--- src/rtl/mux41_pkg.sv ---
// Shared types and helpers for the round-robin 4:1 mux arbiter.
// Holds the state encoding, port count and the round-robin pick.
package mux41_pkg;

    typedef enum logic {
        IDLE = 1'b0,
        BUSY = 1'b1
    } state_t;

    localparam int NPORTS = 4;

    // First set request strictly after ptr, wrapping; ptr itself is checked last.
    function automatic logic [1:0] rr_pick(
        input logic [NPORTS-1:0] req,
        input logic [1:0]        ptr
    );
        logic [1:0] idx;
        logic [1:0] res;
        logic       found;
        res   = ptr;
        found = 1'b0;
        for (int i = 1; i <= NPORTS; i++) begin
            idx = ptr + 2'(i);
            if (!found && req[idx]) begin
                res   = idx;
                found = 1'b1;
            end
        end
        return res;
    endfunction

endpackage

--- src/rtl/mux41_4.sv ---
// Two-level 4:1 mux datapath: s0 picks within each pair, s1 picks the pair.
// Purely combinational; output gating is left to the arbiter.
module mux41_4 #(
    parameter int W = 4
) (
    input  logic [W-1:0] d0,
    input  logic [W-1:0] d1,
    input  logic [W-1:0] d2,
    input  logic [W-1:0] d3,
    input  logic         s0,
    input  logic         s1,
    output logic [W-1:0] y
);

    logic [W-1:0] lo;
    logic [W-1:0] hi;

    assign lo = s0 ? d1 : d0;
    assign hi = s0 ? d3 : d2;
    assign y  = s1 ? hi : lo;

endmodule

--- src/rtl/mux41_rr_arbiter.sv ---
// Round-robin arbiter granting one of four requesters bursts of up to
// BURST_LEN beats through a shared 4:1 mux toward a valid/ready sink.
module mux41_rr_arbiter
    import mux41_pkg::*;
#(
    parameter int W         = 4,
    parameter int BURST_LEN = 4
) (
    input  logic              clk,
    input  logic              reset,
    input  logic [NPORTS-1:0] req,
    input  logic [W-1:0]      d0,
    input  logic [W-1:0]      d1,
    input  logic [W-1:0]      d2,
    input  logic [W-1:0]      d3,
    input  logic              ready,
    output logic [NPORTS-1:0] grant,
    output logic [1:0]        sel,
    output logic              valid,
    output logic [W-1:0]      data_out,
    output logic [NPORTS-1:0] ack,
    output logic              busy
);

    localparam logic [3:0] LAST_BEAT = 4'(BURST_LEN - 1);

    state_t            state_q, state_d;
    logic [1:0]        ptr_q, ptr_d;
    logic [NPORTS-1:0] grant_q, grant_d;
    logic [1:0]        sel_q, sel_d;
    logic [3:0]        beat_cnt_q, beat_cnt_d;

    logic [1:0]        pick_idx;
    logic              req_cur;
    logic              xfer;
    logic              last_beat;
    logic [W-1:0]      mux_y;

    assign pick_idx  = rr_pick(req, ptr_q);
    assign busy      = (state_q == BUSY);
    assign req_cur   = req[sel_q];
    assign valid     = busy & req_cur;
    assign xfer      = valid & ready;
    assign last_beat = (beat_cnt_q == LAST_BEAT);

    assign grant    = grant_q;
    assign sel      = sel_q;
    assign ack      = grant_q & {NPORTS{xfer}};
    assign data_out = valid ? mux_y : '0;

    mux41_4 #(
        .W (W)
    ) u_mux (
        .d0 (d0),
        .d1 (d1),
        .d2 (d2),
        .d3 (d3),
        .s0 (sel_q[0]),
        .s1 (sel_q[1]),
        .y  (mux_y)
    );

    always_comb begin
        state_d    = state_q;
        ptr_d      = ptr_q;
        grant_d    = grant_q;
        sel_d      = sel_q;
        beat_cnt_d = beat_cnt_q;
        unique case (state_q)
            IDLE: begin
                if (|req) begin
                    state_d    = BUSY;
                    grant_d    = NPORTS'(1) << pick_idx;
                    sel_d      = pick_idx;
                    beat_cnt_d = '0;
                end
            end
            BUSY: begin
                // sel is left untouched on release so the mux stays stable.
                if (!req_cur || (xfer && last_beat)) begin
                    state_d    = IDLE;
                    ptr_d      = sel_q;
                    grant_d    = '0;
                    beat_cnt_d = '0;
                end else if (xfer) begin
                    beat_cnt_d = beat_cnt_q + 4'd1;
                end
            end
        endcase
    end

    always_ff @(posedge clk or posedge reset) begin
        if (reset) begin
            state_q    <= IDLE;
            ptr_q      <= 2'd3;
            grant_q    <= '0;
            sel_q      <= '0;
            beat_cnt_q <= '0;
        end else begin
            state_q    <= state_d;
            ptr_q      <= ptr_d;
            grant_q    <= grant_d;
            sel_q      <= sel_d;
            beat_cnt_q <= beat_cnt_d;
        end
    end

endmodule

--- config.mk ---
export PLATFORM = sky130hd
export DESIGN_NAME = mux41_rr_arbiter
export DESIGN_NICKNAME = d
export VERILOG_FILES = /design/src/rtl/mux41_pkg.sv /design/src/rtl/mux41_4.sv /design/src/rtl/mux41_rr_arbiter.sv
export SDC_FILE = /design/constraint.sdc
export NUM_CORES = 1
export LEC_CHECK = 0
export ABC_AREA = 1
export BUFFER_PORTS_ARGS = -buffer_cell sky130_fd_sc_hd__buf_2
export CORE_MARGIN = 5
export CORE_UTILIZATION = 51
export DETAILED_ROUTE_END_ITERATION = 7
export PLACE_DENSITY = 0.91
export SETUP_SLACK_MARGIN = 0.15
export SYNTH_ARGS = -nofsm -noshare
export SYNTH_HDL_FRONTEND = slang
export SYNTH_HIERARCHICAL = 1
export SYNTH_SLANG_ARGS = --single-unit
--- constraint.sdc ---
create_clock -name clk -period 1.6 [get_ports clk]
set_input_delay 0.4 -clock clk [delete_from_list [all_inputs] [get_ports clk]]
set_output_delay 0.4 -clock clk [all_outputs]
set_load 0.01 [all_outputs]
-- Word level (Yosys, flattened, before mapping)
Cells that the tools add are included.
- input port bits: 23
- register bits: 13
- output and inout port bits: 16
- equality and inequality tests: 4
- order comparisons: 5
- reduce and logical (&&, ||, !) cells: 14
- multiplexer cells: 31
- $add $sub $neg: 4
- bitwise operators: 4
- shifts and indexed selects: 1
- operator list (operator ; count):
    $mux W4 ; 9
    $pmux W4 S2 ; 2
    $lt A2 B3 Y1 const B ; 5
    $bmux W1 S2 ; 5
    $mux W1 ; 10
    $mux W2 ; 4
    $reduce_and A2 Y1 ; 4
    $add A2 B2 Y2 const B ; 2
    $add A4 B1 Y4 const B ; 1
    $and A4 B4 Y4 ; 1
    $eq A4 B2 Y1 const B ; 1
    $logic_and A1 B1 Y1 ; 4
    $logic_not A1 Y1 ; 4
    $reduce_or A4 Y1 ; 1
    $shl A1 B2 Y4 const A ; 1
    $ne A3 B1 Y1 const B ; 1
    $add A2 B1 Y2 const B ; 1
    $and A1 B1 Y1 ; 2
    $ne A2 B1 Y1 const B ; 1
    $ne A2 B2 Y1 const B ; 1
    $pmux W1 S2 ; 1
    $logic_or A1 B1 Y1 ; 1
    $not A1 Y1 ; 1

-- Depth between registers and ports, before layout
- word-level depth: 16
- depth in mapped cells: 12
- depth with buffers taken out: 12

-- Hierarchy
Netlist, hierarchy kept.
- modules (own cells, without submodules) (module ; sequential area each (µm²) ; cells each ; area each (µm²) ; times used):
    mux41_rr_arbiter ; 327.8 ; 161 ; 1052.3 ; 1
    mux41_4 ; 0.0 ; 47 ; 196.4 ; 1

-- Worst setup path before layout
OpenSTA, ideal clock, no wires.
- path type: register to output
- from: register sel_q[0], in the netlist sel[0]
- to: output port ack[0]
- path buffers: 0
- cell stages (with the launch flop): 8
- setup slack: -76 ps
- arrival time: 1276 ps
- required time: 1200 ps
- path through: dfrtp_1 > inv_1 > nand2_1 > nand3_1 > nand2_1 > nor2_1 > nand2_1 > nor2_1
- longest elaborated chain between the ends: 5
- RTL lines (what ; RTL line ; text):
    start, declared ; mux41_rr_arbiter.sv:30 ; logic [1:0] sel_q, sel_d;
    start signal, assigned ; mux41_rr_arbiter.sv:103 ; sel_q <= sel_d;
    $bmux W1 S2 ; mux41_rr_arbiter.sv:41 ; assign req_cur = req[sel_q];
    $mux W1 (implied by the code) ; mux41_rr_arbiter.sv:41 ;
    $and A1 B1 Y1 ; mux41_rr_arbiter.sv:42 ; assign valid = busy & req_cur;
    net valid ; mux41_rr_arbiter.sv:19 ; output logic valid,
    $and A1 B1 Y1 ; mux41_rr_arbiter.sv:43 ; assign xfer = valid & ready;
    $and A4 B4 Y4 ; mux41_rr_arbiter.sv:48 ; assign ack = grant_q & {NPORTS{xfer}};
    end, declared ; mux41_rr_arbiter.sv:21 ; output logic [NPORTS-1:0] ack,
The timed path passes the listed nets, and every way through them passes these cells. The select of a mux whose other input is x is not followed.

-- Worst setup path in the final report
- from: register sel_q[0], in the netlist sel[0]
- to: output port ack[0]
- longest elaborated chain between the ends: 5
- RTL lines (what ; RTL line):
    $bmux W1 S2 ; mux41_rr_arbiter.sv:41
    $mux W1 (implied by the code) ; mux41_rr_arbiter.sv:41
    $and A1 B1 Y1 ; mux41_rr_arbiter.sv:42
    $and A1 B1 Y1 ; mux41_rr_arbiter.sv:43
    $and A4 B4 Y4 ; mux41_rr_arbiter.sv:48
No other way between the ends. The select of a mux whose other input is x is not followed.

==> key figures <==
Run status
  • Status: finished with violations
  • Violated checks: setup timing

CTS
  • CTS buffer count: 3
  • Clk Latency, worst-skew pair: 0.28 ns
  • H-tree levels: 1
  • CTS tree: built
  • CTS Root Cell: clkbuf_4
  • CTS clock-pin slew for the worst setup and hold paths: 0.08 ns
  • CTS Sinks: 13
  • Worst-case clock buffer depth: 2

Setup path
  • Crit-path max cell delay: 0.44 ns
  • Most used cell, CP: nor2_4
  • CP required: 1.20 ns
  • Crit Path Max Fanout: 4
  • Reg2reg path depth: 12
  • Startpoint type of the worst setup path: register
  • Worst-path cell chain: inv_2, nand2_1, nand3_2, nand2_2, nor2_4, nand2_4, nor2_4, buf_6
  • Crit Path Category: register to output port
  • Arr. time, crit path: 1.52 ns
  • Worst setup EP type: output port
  • CP max-delay cell: dfrtp_2

Logic synthesis
  • Post-Syn Nets: 232
  • Avg Cell Area, Syn: 6.00 sq um
  • Flops & latches, synth: 13
  • Sequential fraction of the synthesis area: 0.263
  • Post-synthesis cell area: 1250 sq um
  • Post-synthesis cell count: 208
  • YS warnings: 6
  • Distinct cells, synth: 21

STA
  • Worst Max-Slew Pin Slew: 0.503 ns
  • Final period utilization: 1.20
  • Final setup viols: 15
  • Worst setup margin: -0.315 ns
  • Pins Over Slew Limit: 0
  • Clock Skew: 0.00381 ns
  • Tmin final: 1.92 ns
  • Unrepaired setup endpoints after global routing: yes
  • Fmax: 522 MHz
  • Max-slew headroom: 0.664
  • Worst hold slack: 0.129 ns
  • Fin. Hold Viols: 0

Power
  • Max VDD drop: 1.43 mV
  • Pleak: 1.05 nW
  • PD cells: 2020 nW/um^2
  • Power, Total: 3.61 mW

Die
  • Die height: 59.5 um
  • Core box area: 2410 sq um
  • Row count: 18
  • Initial Util: 0.518
  • IO Count: 39
  • Die ar.: 3540 sq um
  • Die width: 59.5 um

Final layout
  • Multi-input logic area: 867 sq um
  • Register area: 330 sq um
  • Fin cells: 296
  • Fillers: 177
  • Layout Utilization: 0.740
  • Total Nets Final: 291
  • Share of cells above drive strength 1: 0.462
  • P&R area growth vs syn: 42.9%
  • Ant. Diodes: 0

Global routing
  • Congestion Overflow GR: 0
  • Total GRT Usage: 0.196
  • Initial antenna violation count: 0
  • First-pass GRT wire length: 5.38 mm
  • Vias in the first global route: 1229
  • Largest net degree at the start of global routing: 14

Detailed routing
  • DR WL/cell: 11.2 um
  • Drt first pass iters: 4
  • Detailed Route WL: 3.33 mm
  • DRT antenna net count: 0
  • DRT iter0 DRCs: 53
  • Via density: 4.72
  • Vias: 1397
  • DRC Markers: 0

Flow run
  • Max Cap Viol: 0

Min path
  • Worst hold path type: input port to async pin

Placed design
  • GPL Wtd Cong: 0.869
  • Post-place setup slack: -0.0499 ns
  • Cell count after placement: 285
  • Dpl hpwl: 2.52 mm
  • Port bufs: 38
==> cell families after synthesis <==
logic type,after synthesis,synth area share
AND/OR/NAND/NOR,139,0.520
buffers and inverters,44,0.148
flip-flops,13,0.263
AO/OA/AOI/OAI,9,0.0451
XOR/XNOR,2,0.0140
adder cells (fa/ha/maj),1,0.0100
==> repair_timing <==
item / in CTS / in global routing
setup endpoints to repair: 16 / 24
buffers inserted: 4 / 3
resized for setup: 13 / 16
hold buffers: 0 / 0
pin swaps: 2 / 6
==> Yosys cell counts, drive strengths merged <==
library cell   n  area share
nand2         97        0.35
inv           42        0.13
o21ai          7       0.028
xor2           2       0.014
nor2          19       0.067
o31ai          1       0.010
nand3         23        0.10
dfstp          2       0.042
dfrtp         11        0.22
buf            2       0.018
o2111ai        1      0.0070
ha             1       0.010
==> report_power, final <==
part / internal [mW] / total (mW) / leakage, nW / switching [mW]
clock network: 0.0968 / 0.211 / 0.0150 / 0.114
registers: 0.479 / 0.621 / 0.161 / 0.142
logic: 1.08 / 2.78 / 0.869 / 1.70
==> metrics by stage <==
stage	setup TNS, ns	cell area [sq um]
global route	-4.32	1780
floorplan	0	1310
global placement	-0.00948	1600
finish	-2.53	1780
detailed placement	-0.302	1600
CTS	-2.23	1700
==> final cells by class <==
type,instances,area share
tap,30,0.0210
clock buffer,4,0.0147
sequential,13,0.185
timing repair buffer,56,0.201
multi-input combinational,151,0.486
inverter,42,0.0926
==> flip-flops by register name, summed over array words and instances, names as in the netlist <==
signal and cells:
sel 2, grant 4, beat_cnt_q 4, ptr_q 2, busy 1
==> path summary, 6_finish.rpt <==
| check | end | from | slack, ns |
|---|---|---|---|
| hold reg to reg | grant[2]$_DFFE_PP0P_ | grant[2]$_DFFE_PP0P_ | 0.52 |
| min in group clk | grant[2]$_DFFE_PP0P_ | grant[2]$_DFFE_PP0P_ | 0.52 |
| setup / recovery | ack[0] | sel[0]$_DFFE_PP0P_ | -0.32 |
| max in group asynchronous | sel[1]$_DFFE_PP0P_ | reset | 1.11 |
| hold / removal | grant[3]$_DFFE_PP0P_ | reset | 0.13 |
| setup reg to reg | grant[2]$_DFFE_PP0P_ | ptr_q[0]$_DFFE_PP1P_ | -0.05 |
==> worst max-delay path: cells and delay by family (launching register included) <==
family,cells,cell delay [ns]
buf+inv,2,0.18
flops,1,0.44
simple gates,6,0.61
==> layout by cell type, fill, tap and decap left out <==
cell type | Yosys | layout
nand2_1 | 83 | 74
buf_2 | 0 | 34
dfrtp_1 | 11 | 9
buf_6 | 2 | 6
dfstp_2 | 2 | 2
clkbuf_1 | 0 | 1
buf_4 | 0 | 16
nor2_2 | 2 | 4
nand2_4 | 5 | 6
o31ai_2 | 1 | 1
inv_2 | 10 | 13
nor2_4 | 1 | 8
o21ai_2 | 0 | 2
o21ai_1 | 1 | 2
nand2_8 | 1 | 2
o21ai_0 | 6 | 3
nand2_2 | 8 | 15
o2111ai_1 | 1 | 1
inv_1 | 30 | 26
xor2_1 | 2 | 2
inv_4 | 2 | 3
nor2_1 | 16 | 7
clkbuf_4 | 0 | 3
nand3_1 | 22 | 17
nand3_4 | 1 | 1
ha_1 | 1 | 1
dfrtp_2 | 0 | 2
nand3_2 | 0 | 5
==> layer usage <==
| layer | GRT usage | vias up | wire [um] |
|---|---|---|---|
| met4 | 0.0453 | 0 | 55 |
| met3 | 0.0414 | 6 | 248 |
| li1 | - | 735 | - |
| met1 | 0.257 | 612 | 1460 |
| met2 | 0.329 | 44 | 1560 |
| met5 | 0 | - | 0 |
No activity file was read; power rests on OpenSTA's default activity.
